$ cat src/rtl/noc_pkt_pkg.sv
// Shared NoC packet types: field widths, packet layout and the
// output-register state encoding used by the injection arbiter.
package noc_pkt_pkg;

  localparam int ADDR_W = 4;
  localparam int DATA_W = 7;
  localparam int PKT_W  = ADDR_W + DATA_W;

  typedef struct packed {
    logic [ADDR_W-1:0] addr;
    logic [DATA_W-1:0] data;
  } pkt_t;

  typedef enum logic {
    S_EMPTY = 1'b0,
    S_FULL  = 1'b1
  } out_state_e;

  function automatic pkt_t make_pkt(
    input logic [ADDR_W-1:0] addr,
    input logic [DATA_W-1:0] data
  );
    pkt_t p;
    p.addr = addr;
    p.data = data;
    return p;
  endfunction

endpackage

$ cat src/rtl/packet_inject_arbiter_if.sv
// Requester-side and downstream-side handshake bundle of the
// packet injection arbiter.
interface packet_inject_arbiter_if
  import noc_pkt_pkg::*;
#(
  parameter int NREQ = 4,
  parameter int AW   = ADDR_W,
  parameter int DW   = DATA_W,
  localparam int PW  = AW + DW,
  localparam int IW  = $clog2(NREQ)
) ();

  logic [NREQ-1:0]    req_valid;
  logic [NREQ*AW-1:0] req_addr;
  logic [NREQ*DW-1:0] req_data;
  logic [NREQ-1:0]    req_ready;
  logic               out_valid;
  logic [PW-1:0]      out_packet;
  logic               out_ready;
  logic [IW-1:0]      grant_id;

  modport master (
    output req_valid, req_addr, req_data, out_ready,
    input  req_ready, out_valid, out_packet, grant_id
  );

  modport slave (
    input  req_valid, req_addr, req_data, out_ready,
    output req_ready, out_valid, out_packet, grant_id
  );

endinterface

$ cat src/rtl/rr_arbiter.sv
// Combinational round-robin picker: first request at or above ptr,
// wrapping at N-1 -> 0.
module rr_arbiter #(
  parameter int N   = 4,
  localparam int IW = $clog2(N)
) (
  input  logic [N-1:0]  req_i,
  input  logic [IW-1:0] ptr_i,
  input  logic          en_i,
  output logic [N-1:0]  gnt_o,
  output logic [IW-1:0] gnt_idx_o,
  output logic          any_o
);

  always_comb begin
    int s;
    logic [IW-1:0] idx;
    gnt_o     = '0;
    gnt_idx_o = '0;
    any_o     = |req_i;
    // Walk downward so the nearest hit after ptr is the last write.
    for (int k = N - 1; k >= 0; k--) begin
      s = int'(ptr_i) + k;
      if (s >= N) s = s - N;
      idx = IW'(s);
      if (req_i[idx]) gnt_idx_o = idx;
    end
    if (en_i && any_o) gnt_o[gnt_idx_o] = 1'b1;
  end

endmodule

$ cat src/rtl/packet_inject_arbiter.sv
// Round-robin injection of NREQ address/data sources into one
// registered packet output with valid/ready drain.
module packet_inject_arbiter
  import noc_pkt_pkg::*;
#(
  parameter int NREQ = 4,
  parameter int AW   = ADDR_W,
  parameter int DW   = DATA_W,
  localparam int PW  = AW + DW,
  localparam int IW  = $clog2(NREQ)
) (
  input logic CLK,
  input logic _RESET,
  packet_inject_arbiter_if.slave bus
);

  out_state_e    st_q, st_d;
  logic [PW-1:0] pkt_q, pkt_d;
  logic [IW-1:0] gid_q, gid_d;
  logic [IW-1:0] rr_q, rr_d;
  logic [IW-1:0] w;
  logic [NREQ-1:0] gnt;
  logic any, can_load, load;

  assign can_load = (st_q == S_EMPTY) | bus.out_ready;
  // Reset gates the grant so nothing is handed over while held.
  assign load = any & can_load & _RESET;

  rr_arbiter #(.N(NREQ)) u_arb (
    .req_i    (bus.req_valid),
    .ptr_i    (rr_q),
    .en_i     (can_load & _RESET),
    .gnt_o    (gnt),
    .gnt_idx_o(w),
    .any_o    (any)
  );

  assign bus.req_ready  = gnt;
  assign bus.out_valid  = (st_q == S_FULL);
  assign bus.out_packet = pkt_q;
  assign bus.grant_id   = gid_q;

  always_comb begin
    st_d  = st_q;
    pkt_d = pkt_q;
    gid_d = gid_q;
    rr_d  = rr_q;
    if (load) begin
      st_d  = S_FULL;
      pkt_d = {bus.req_addr[w*AW +: AW],
               bus.req_data[w*DW +: DW]};
      gid_d = w;
      rr_d  = (w == IW'(NREQ - 1)) ? '0 : w + 1'b1;
    end else if (st_q == S_FULL && bus.out_ready) begin
      st_d = S_EMPTY;
    end
  end

  always_ff @(posedge CLK or negedge _RESET) begin
    if (!_RESET) begin
      st_q  <= S_EMPTY;
      pkt_q <= '0;
      gid_q <= '0;
      rr_q  <= '0;
    end else begin
      st_q  <= st_d;
      pkt_q <= pkt_d;
      gid_q <= gid_d;
      rr_q  <= rr_d;
    end
  end

endmodule

$ cat src/flat_wrapper.sv
// flat-port wrapper written by rule: the top's interface ports become plain ports
module packet_inject_arbiter_flat import noc_pkt_pkg::*;
#(
  parameter int NREQ = 4,
  parameter int AW   = ADDR_W,
  parameter int DW   = DATA_W,
  localparam int PW  = AW + DW,
  localparam int IW  = $clog2(NREQ)
)
  (CLK, _RESET, bus_req_valid, bus_req_addr, bus_req_data, bus_out_ready, bus_req_ready, bus_out_valid, bus_out_packet, bus_grant_id);
  packet_inject_arbiter_if #(.NREQ(NREQ), .AW(AW), .DW(DW)) bus_i ();
  input logic CLK;
  input logic _RESET;
  input wire logic [$bits(bus_i.req_valid)-1:0] bus_req_valid;
  input wire logic [$bits(bus_i.req_addr)-1:0] bus_req_addr;
  input wire logic [$bits(bus_i.req_data)-1:0] bus_req_data;
  input wire logic [$bits(bus_i.out_ready)-1:0] bus_out_ready;
  output wire logic [$bits(bus_i.req_ready)-1:0] bus_req_ready;
  output wire logic [$bits(bus_i.out_valid)-1:0] bus_out_valid;
  output wire logic [$bits(bus_i.out_packet)-1:0] bus_out_packet;
  output wire logic [$bits(bus_i.grant_id)-1:0] bus_grant_id;
  assign bus_i.req_valid = bus_req_valid;
  assign bus_i.req_addr = bus_req_addr;
  assign bus_i.req_data = bus_req_data;
  assign bus_i.out_ready = bus_out_ready;
  assign bus_req_ready = bus_i.req_ready;
  assign bus_out_valid = bus_i.out_valid;
  assign bus_out_packet = bus_i.out_packet;
  assign bus_grant_id = bus_i.grant_id;
  packet_inject_arbiter #(.NREQ(NREQ), .AW(AW), .DW(DW)) u_core (.CLK(CLK), ._RESET(_RESET), .bus(bus_i));
endmodule
$ cat config.mk
export PLATFORM = sky130hd
export DESIGN_NAME = packet_inject_arbiter_flat
export DESIGN_NICKNAME = d
export VERILOG_FILES = /design/src/rtl/noc_pkt_pkg.sv /design/src/rtl/packet_inject_arbiter_if.sv /design/src/rtl/rr_arbiter.sv /design/src/rtl/packet_inject_arbiter.sv /design/src/flat_wrapper.sv
export SDC_FILE = /design/constraint.sdc
export NUM_CORES = 1
export LEC_CHECK = 0
export CAP_MARGIN = 5
export CELL_PAD_IN_SITES_DETAIL_PLACEMENT = 1
export CELL_PAD_IN_SITES_GLOBAL_PLACEMENT = 1
export CORE_MARGIN = 2
export CORE_UTILIZATION = 27
export DETAILED_ROUTE_END_ITERATION = 12
export PLACE_DENSITY = 0.92
export SLEW_MARGIN = 25
export SYNTH_ARGS = -nofsm -noshare
export SYNTH_HDL_FRONTEND = slang
export SYNTH_SLANG_ARGS = --single-unit
$ cat constraint.sdc
create_clock -name CLK -period 3.2 [get_ports CLK]
set_input_delay 0.8 -clock CLK [delete_from_list [all_inputs] [get_ports CLK]]
set_output_delay 0.8 -clock CLK [all_outputs]
set_load 0.05 [all_outputs]
# Yosys cells after proc, flatten, opt, wreduce, memory -nomap -nowiden
# Cells that the tools add are included.
[classes]
eq_ne = 1
mul = 1
addsub = 8
shift = 2
mux = 22
n_reduce_logical = 5
magnitude_cmp = 10
bitwise_logic = 5
[op_table]
columns = ["cell", "n"]
rows = [
  ["28-bit by 6-bit indexed part select with 7-bit output", 1],
  ["2-bit two-way mux", 9],
  ["16-bit by 5-bit indexed part select with 4-bit output", 1],
  ["2-bit by 3-bit < comparator with 1-bit output, second input constant", 5],
  ["3-bit greater-or-equal comparator, second input constant", 3],
  ["1-bit binary-select mux with 2-bit select", 4],
  ["2-bit by 1-bit subtractor with 2-bit output, second input constant", 4],
  ["1-bit two-way mux", 7],
  ["2-bit by 2-bit adder with 3-bit output, second input constant", 2],
  ["2-bit by 3-bit multiplier with 5-bit output, second input constant", 1],
  ["4-bit two-way mux", 1],
  ["4-bit OR reduction", 1],
  ["2-bit by 1-bit adder with 3-bit output, second input constant", 1],
  ["1-bit bitwise AND", 3],
  ["2-bit by 3-bit greater-or-equal comparator with 1-bit output, second input constant", 1],
  ["1-bit logical AND", 3],
  ["2-bit by 1-bit adder with 2-bit output, second input constant", 1],
  ["1-bit demux with 2-bit select", 1],
  ["2-bit equality test, second input constant", 1],
  ["2-bit by 1-bit greater-or-equal comparator with 1-bit output, second input constant", 1],
  ["2-bit nonzero test", 1],
  ["1-bit NOT", 1],
  ["1-bit bitwise OR", 1],
]
[totals]
output_inout_bits = 18
input_bits = 51
reg_bits = 16
elab_cells = 58

# Longest topological paths before layout
[logic_depth]
ltp_word = 14
mapped_depth = 9
mapped_depth_nobuf = 7

# Hierarchy
# From an unflattened synthesis, not the netlist that was laid out.
[hier_totals]
cells_unflattened = 71
area_unflattened_um2 = 1017.2
[modules_own_cells]
columns = ["module", "cells_per_inst", "area_each_um2", "seq_area_each_um2", "n_inst"]
rows = [
  ["packet_inject_arbiter", 51, 892.1, 400.4, 1],
  ["rr_arbiter", 20, 125.1, 0.0, 1],
]

# Worst setup path before layout
# OpenSTA, ideal clock, no wires.
[synth_timing]
path_type = "input -> output"
startpoint = "in bus_req_valid[0]"
endpoint = "out bus_req_ready[0]"
required_ns = 2.400
path_buffers = 1
cell_stages = 6
arrival_time_ns = 2.252
path_slack_ns = 0.148
path_cell_list = "a21oi_1 o21a_1 o22ai_4 buf_6 inv_1 nor2_1"
[synth_between]
elab_chain_len = 11
elab_cells_between_ends = 20
classes_between = "order compare (2); mux (15); reduce/logical (3)"
[synth_rtl]
columns = ["element", "line", "rtl"]
rows = [
  ["start: declaration", "flat_wrapper.sv:14", "input wire logic [$bits(bus_i.req_valid)-1:0] bus_req_valid;"],
  ["1-bit binary-select mux with 2-bit select", "rr_arbiter.sv:26", "if (req_i[idx]) gnt_idx_o = idx;"],
  ["1-bit two-way mux (not written as such)", "rr_arbiter.sv:26", ""],
  ["2-bit two-way mux (4 in series)", "rr_arbiter.sv:26", ""],
  ["2-bit by 3-bit < comparator with 1-bit output (not written as such) / 2-bit by 1-bit greater-or-equal comparator with 1-bit output (equally long branches)", "rr_arbiter.sv:28", "if (en_i && any_o) gnt_o[gnt_idx_o] = 1'b1;"],
  ["1-bit logical AND (not written as such)", "rr_arbiter.sv:28", ""],
  ["1-bit two-way mux (not written as such)", "rr_arbiter.sv:28", ""],
  ["1-bit demux with 2-bit select", "rr_arbiter.sv:28", ""],
  ["4-bit two-way mux *", "rr_arbiter.sv:28", ""],
  ["end: declaration", "flat_wrapper.sv:18", "output wire logic [$bits(bus_i.req_ready)-1:0] bus_req_ready;"],
]
# Mark *: on every way between the ends. The rest lies on a longest branch, timed or not. The select of a mux whose other input is x is not followed.

# Worst setup path in the final report
[layout_timing]
startpoint = "in bus_req_valid[0]"
endpoint = "out bus_req_ready[3]"
# The elaborated chain is that of the path after synthesis.

==> results.env <==
PATH_CLASS='input port to primary output'
HTREE_NUM_LEVELS=1
DP.FINAL_HPWL_MICRONS=2720
PLACED_CELLS_INCL_TAPS=215
NUMCTSBUFFERS=3
CLOCKBUFFERDEPTH=2
WHS_PS=490
MIN_PATH_TYPE='flip-flop to flip-flop'
CLK-INSERTION-DELAY-LATE_PS=250
SYNTH-SEQ-CELLS=16
DETAIL_ROUTE.DRC_VIOLATIONS=0
DRT_ITER0_MARKERS=22
RUN_STATUS='finished, final reports clean'
CRITICAL_PATH.MAX_FANOUT=3
FLOORPLAN.DIE.HEIGHT_MICRONS=66.5
AREA_DELTA_SYNTH_FINAL_PCT=79.5
SYNTH-SIMPLE-AREA-SHARE_PCT=13.2
GLOBALROUTEOVERFLOWTOTAL=0
WL_MET2_MICRONS=1630
SLEW_VIOLATIONS=0
SYN_AREA_SQ_UM=1060
FINAL.PERIOD_UTILIZATION_PCT=97.4
POST_SYNTH_MUX_AREA_SHARE_PCT=21.8
MAIN_FLOP_TYPE_AFTER_SYNTHESIS='sky130_fd_sc_hd__dfrtp_1'
DRT_WL_TOTAL_MICRONS=3360
PLACEMENTROWS=22
FINAL_CORE_UTILIZATION_PCT=51.0
NON_FILLER_CELLS_FINAL=220
ROUTED_VIA_DENSITY=4.76
SYNTH_TOP_FAMILY_BY_AREA='multiplexers'
GR-USAGE-ALL-LAYERS_PCT=16.4
SYNTH-COMPOUND-AREA-SHARE_PCT=19.4
GRT_START_MAX_NET_PINS=24
NUMBER_OF_SETUP_VIOLATIONS_IN_THE_FINAL_REPORT=0
MAX_TRANSITION_MARGIN_PCT=59.1
SYNTH.AVG_CELL_AREA_SQ_UM=10.7
NETS=225
PLACEMENT.IO_BUFFERS=68
WIRE_PER_INST_MICRONS=15.3
CLK_TRANSITION_REPORTED_PATHS_PS=60
SYNTH-ADDER-AREA-SHARE_PCT=1.18
PLACED_AREA_SQ_UM=1820
SYNTH_SEQUENTIAL_AREA_RATIO_PCT=37.9
CORE-AREA_SQ_UM=3720
REQUIRED_TIME_AT_THE_WORST_SLACK_ENDPOINT_PS=2400
IOS=69
DRT_PASS1_ITERATIONS=4
FIRST_PASS_GRT_WIRE_LENGTH_MICRONS=5420
TRITONCTS_NUM_SINKS=16
NUMBER_OF_FLOPS_MAPPED_TO_ENABLE_CELLS_BY_YOSYS=0
WORST_CLOCK_SKEW_PS=2.23
GRT_PASS1_VIAS=1178
CTS.HOLD.BUFFERS_ADDED=0
VIAS=1047
P_LEAK_uW=0.000832
MAX-CAP-VIOLATIONS=0
YOSYS_WARNINGS=0
COUNT_OF_DISTINCT_CELL_TYPES_IN_THE_SYNTHESIZED_NETLIST=24
DR_WL_MET3_MICRONS=344
NUM_ANTENNA_CELLS=0
DESIGN.DIE.AREA_SQ_UM=4430
WL_MET1_MICRONS=1360
IR_WORST_VDD_V=0.000262
CLK_ROOT_BUFFER_CELL='sky130_fd_sc_hd__clkbuf_8'
GRT_SETUP_UNREPAIRED='true'
INITIAL_ANTENNA_VIOLATION_COUNT=0
HOLD_VIOLATIONS=0
COUNT_OF_MAPPED_CELLS_OUT_OF_SYNTHESIS=99
P_PER_AREA_nW_PER_UM2=653
TOP_LAYER='met4'
WORST-SLEW-PIN-TRANSITION_PS=613
ANT_NETS=0
DRIVE_GT1_SHARE_PCT=18.0
CRIT_PATH_END_KIND='primary output'
FIN_CRIT_PS=3120
YS_ASYNC_SR_FRACTION_PCT=100
POST_SYNTHESIS_SHARE_OF_CELL_AREA_SPENT_ON_XOR_AND_XNOR_GATES_PCT=0
MAX_CLOCK_FREQ_MHz=321
TRITONCTS_CLOCK_TREE='done'
WORST_EP_ARRIVAL_TIME_PS=2320
FIN_TOTAL_PWR_uW=1240
FIN_AREA_SQ_UM=1900
FLOORPLAN.INITIALDENSITY_PCT=28.4
SYN-NUM-NETS=151
FP.DIEW_MICRONS=66.5
GP_CONGESTION=0.738
CRIT_PATH_START_KIND='input port'
[cell families (layout without fill, tap and decap cells)]
| group | after synthesis | in the layout |
|---|---|---|
| and+or+nand+nor | 31 | 31 |
| buffers and inverters | 9 | 82 |
| muxes | 23 | 23 |
| DFF | 16 | 16 |
| adders and majority gates | 1 | 1 |
| AOI/OAI and AO/OA | 19 | 19 |
[per-stage QoR]
stage | setup WS [ps] | TNS [ps]
after global routing | -21.8 | -40.9
final | 81.8 | 0
after CTS | 11.5 | 0
after detailed placement | 40.9 | 0
after floorplan | 148 | 0
after global placement | 74.8 | 0
[registers in the layout, indices dropped and copies added, names as in the netlist]
register / count
u_core.rr_q: 2
u_core.bus.out_packet: 11
u_core.bus.out_valid: 1
u_core.bus.grant_id: 2
[placed cells by master, fill, tap and decap left out, drive strengths merged]
cell type      count
nor2               4
o221ai            11
buf               12
nor3               1
ha                 1
a21oi              3
clkbuf             4
o21a               1
o22ai              1
inv                2
mux2i             23
nor2b              1
a21boi             1
nand2b             3
and2               1
o41ai              1
clkdlybuf4s50     64
o21ai              1
nand2             20
dfrtp             16
nor3b              1
[layer usage]
layer | global-route usage, % | vias up
li1 | - | 509
met1 | 18.8 | 479
met2 | 28.6 | 55
met3 | 5.91 | 4
met4 | 4.59 | 0
met5 | 0 | -
[where the power goes]
part	internal, uW	switching, uW
Combinational	307	435
Clock	109	67.9
Sequential	270	48.6
[cell usage after synthesis (2+ instances only)]
library cell,n,area share (%)
sky130_fd_sc_hd__mux2i_1,23,22
sky130_fd_sc_hd__nand2_1,20,7.1
sky130_fd_sc_hd__dfrtp_1,16,38
sky130_fd_sc_hd__o221ai_2,6,8.5
sky130_fd_sc_hd__o221ai_1,5,4.1
sky130_fd_sc_hd__nor2_1,4,1.4
sky130_fd_sc_hd__a21oi_1,3,1.4
sky130_fd_sc_hd__nand2b_1,3,1.8
sky130_fd_sc_hd__buf_4,2,1.4
sky130_fd_sc_hd__buf_6,2,2.1
sky130_fd_sc_hd__inv_1,2,0.71
[area by class of cell]
cell class / count / area [sq um]
flip-flops and latches: 16 / 400
fillers: 428 / 1820
well taps: 48 / 60.1
repair buffers: 76 / 772
multi-input cells: 74 / 601
inverters: 2 / 7.51
clock buffers: 4 / 55.1
[worst paths after layout]
path | from | cells past startpoint | slack [ps] | end
max | bus_req_valid[0] | 8 | 80 | bus_req_ready[3]
min | u_core.bus.grant_id[0] | 2 | 490 | u_core.bus.grant_id[0]
max reg2reg | u_core.rr_q[1] | 6 | 1210 | u_core.bus.out_packet[6]
min reg2reg | u_core.bus.grant_id[0] | 2 | 490 | u_core.bus.grant_id[0]
max in group asynchronous | _RESET | 2 | 2010 | u_core.bus.out_packet[6]
min in group asynchronous | _RESET | 2 | 1000 | u_core.bus.grant_id[0]
[timing repair]
item                                    in CTS  in global routing
setup buffers                                0                  1
endpoints found under the setup margin       0                  4
gates resized for setup                      0                  7
[worst max-delay path, cell delays in order]
cell and delay, ps:
sky130_fd_sc_hd__clkdlybuf4s50_1 480, sky130_fd_sc_hd__a21oi_1 70, sky130_fd_sc_hd__o21a_1 220, sky130_fd_sc_hd__o22ai_4 200, sky130_fd_sc_hd__inv_2 80, sky130_fd_sc_hd__ha_1 170, sky130_fd_sc_hd__and2_1 140, sky130_fd_sc_hd__buf_6 150
Power figures use the tool's default switching activity.
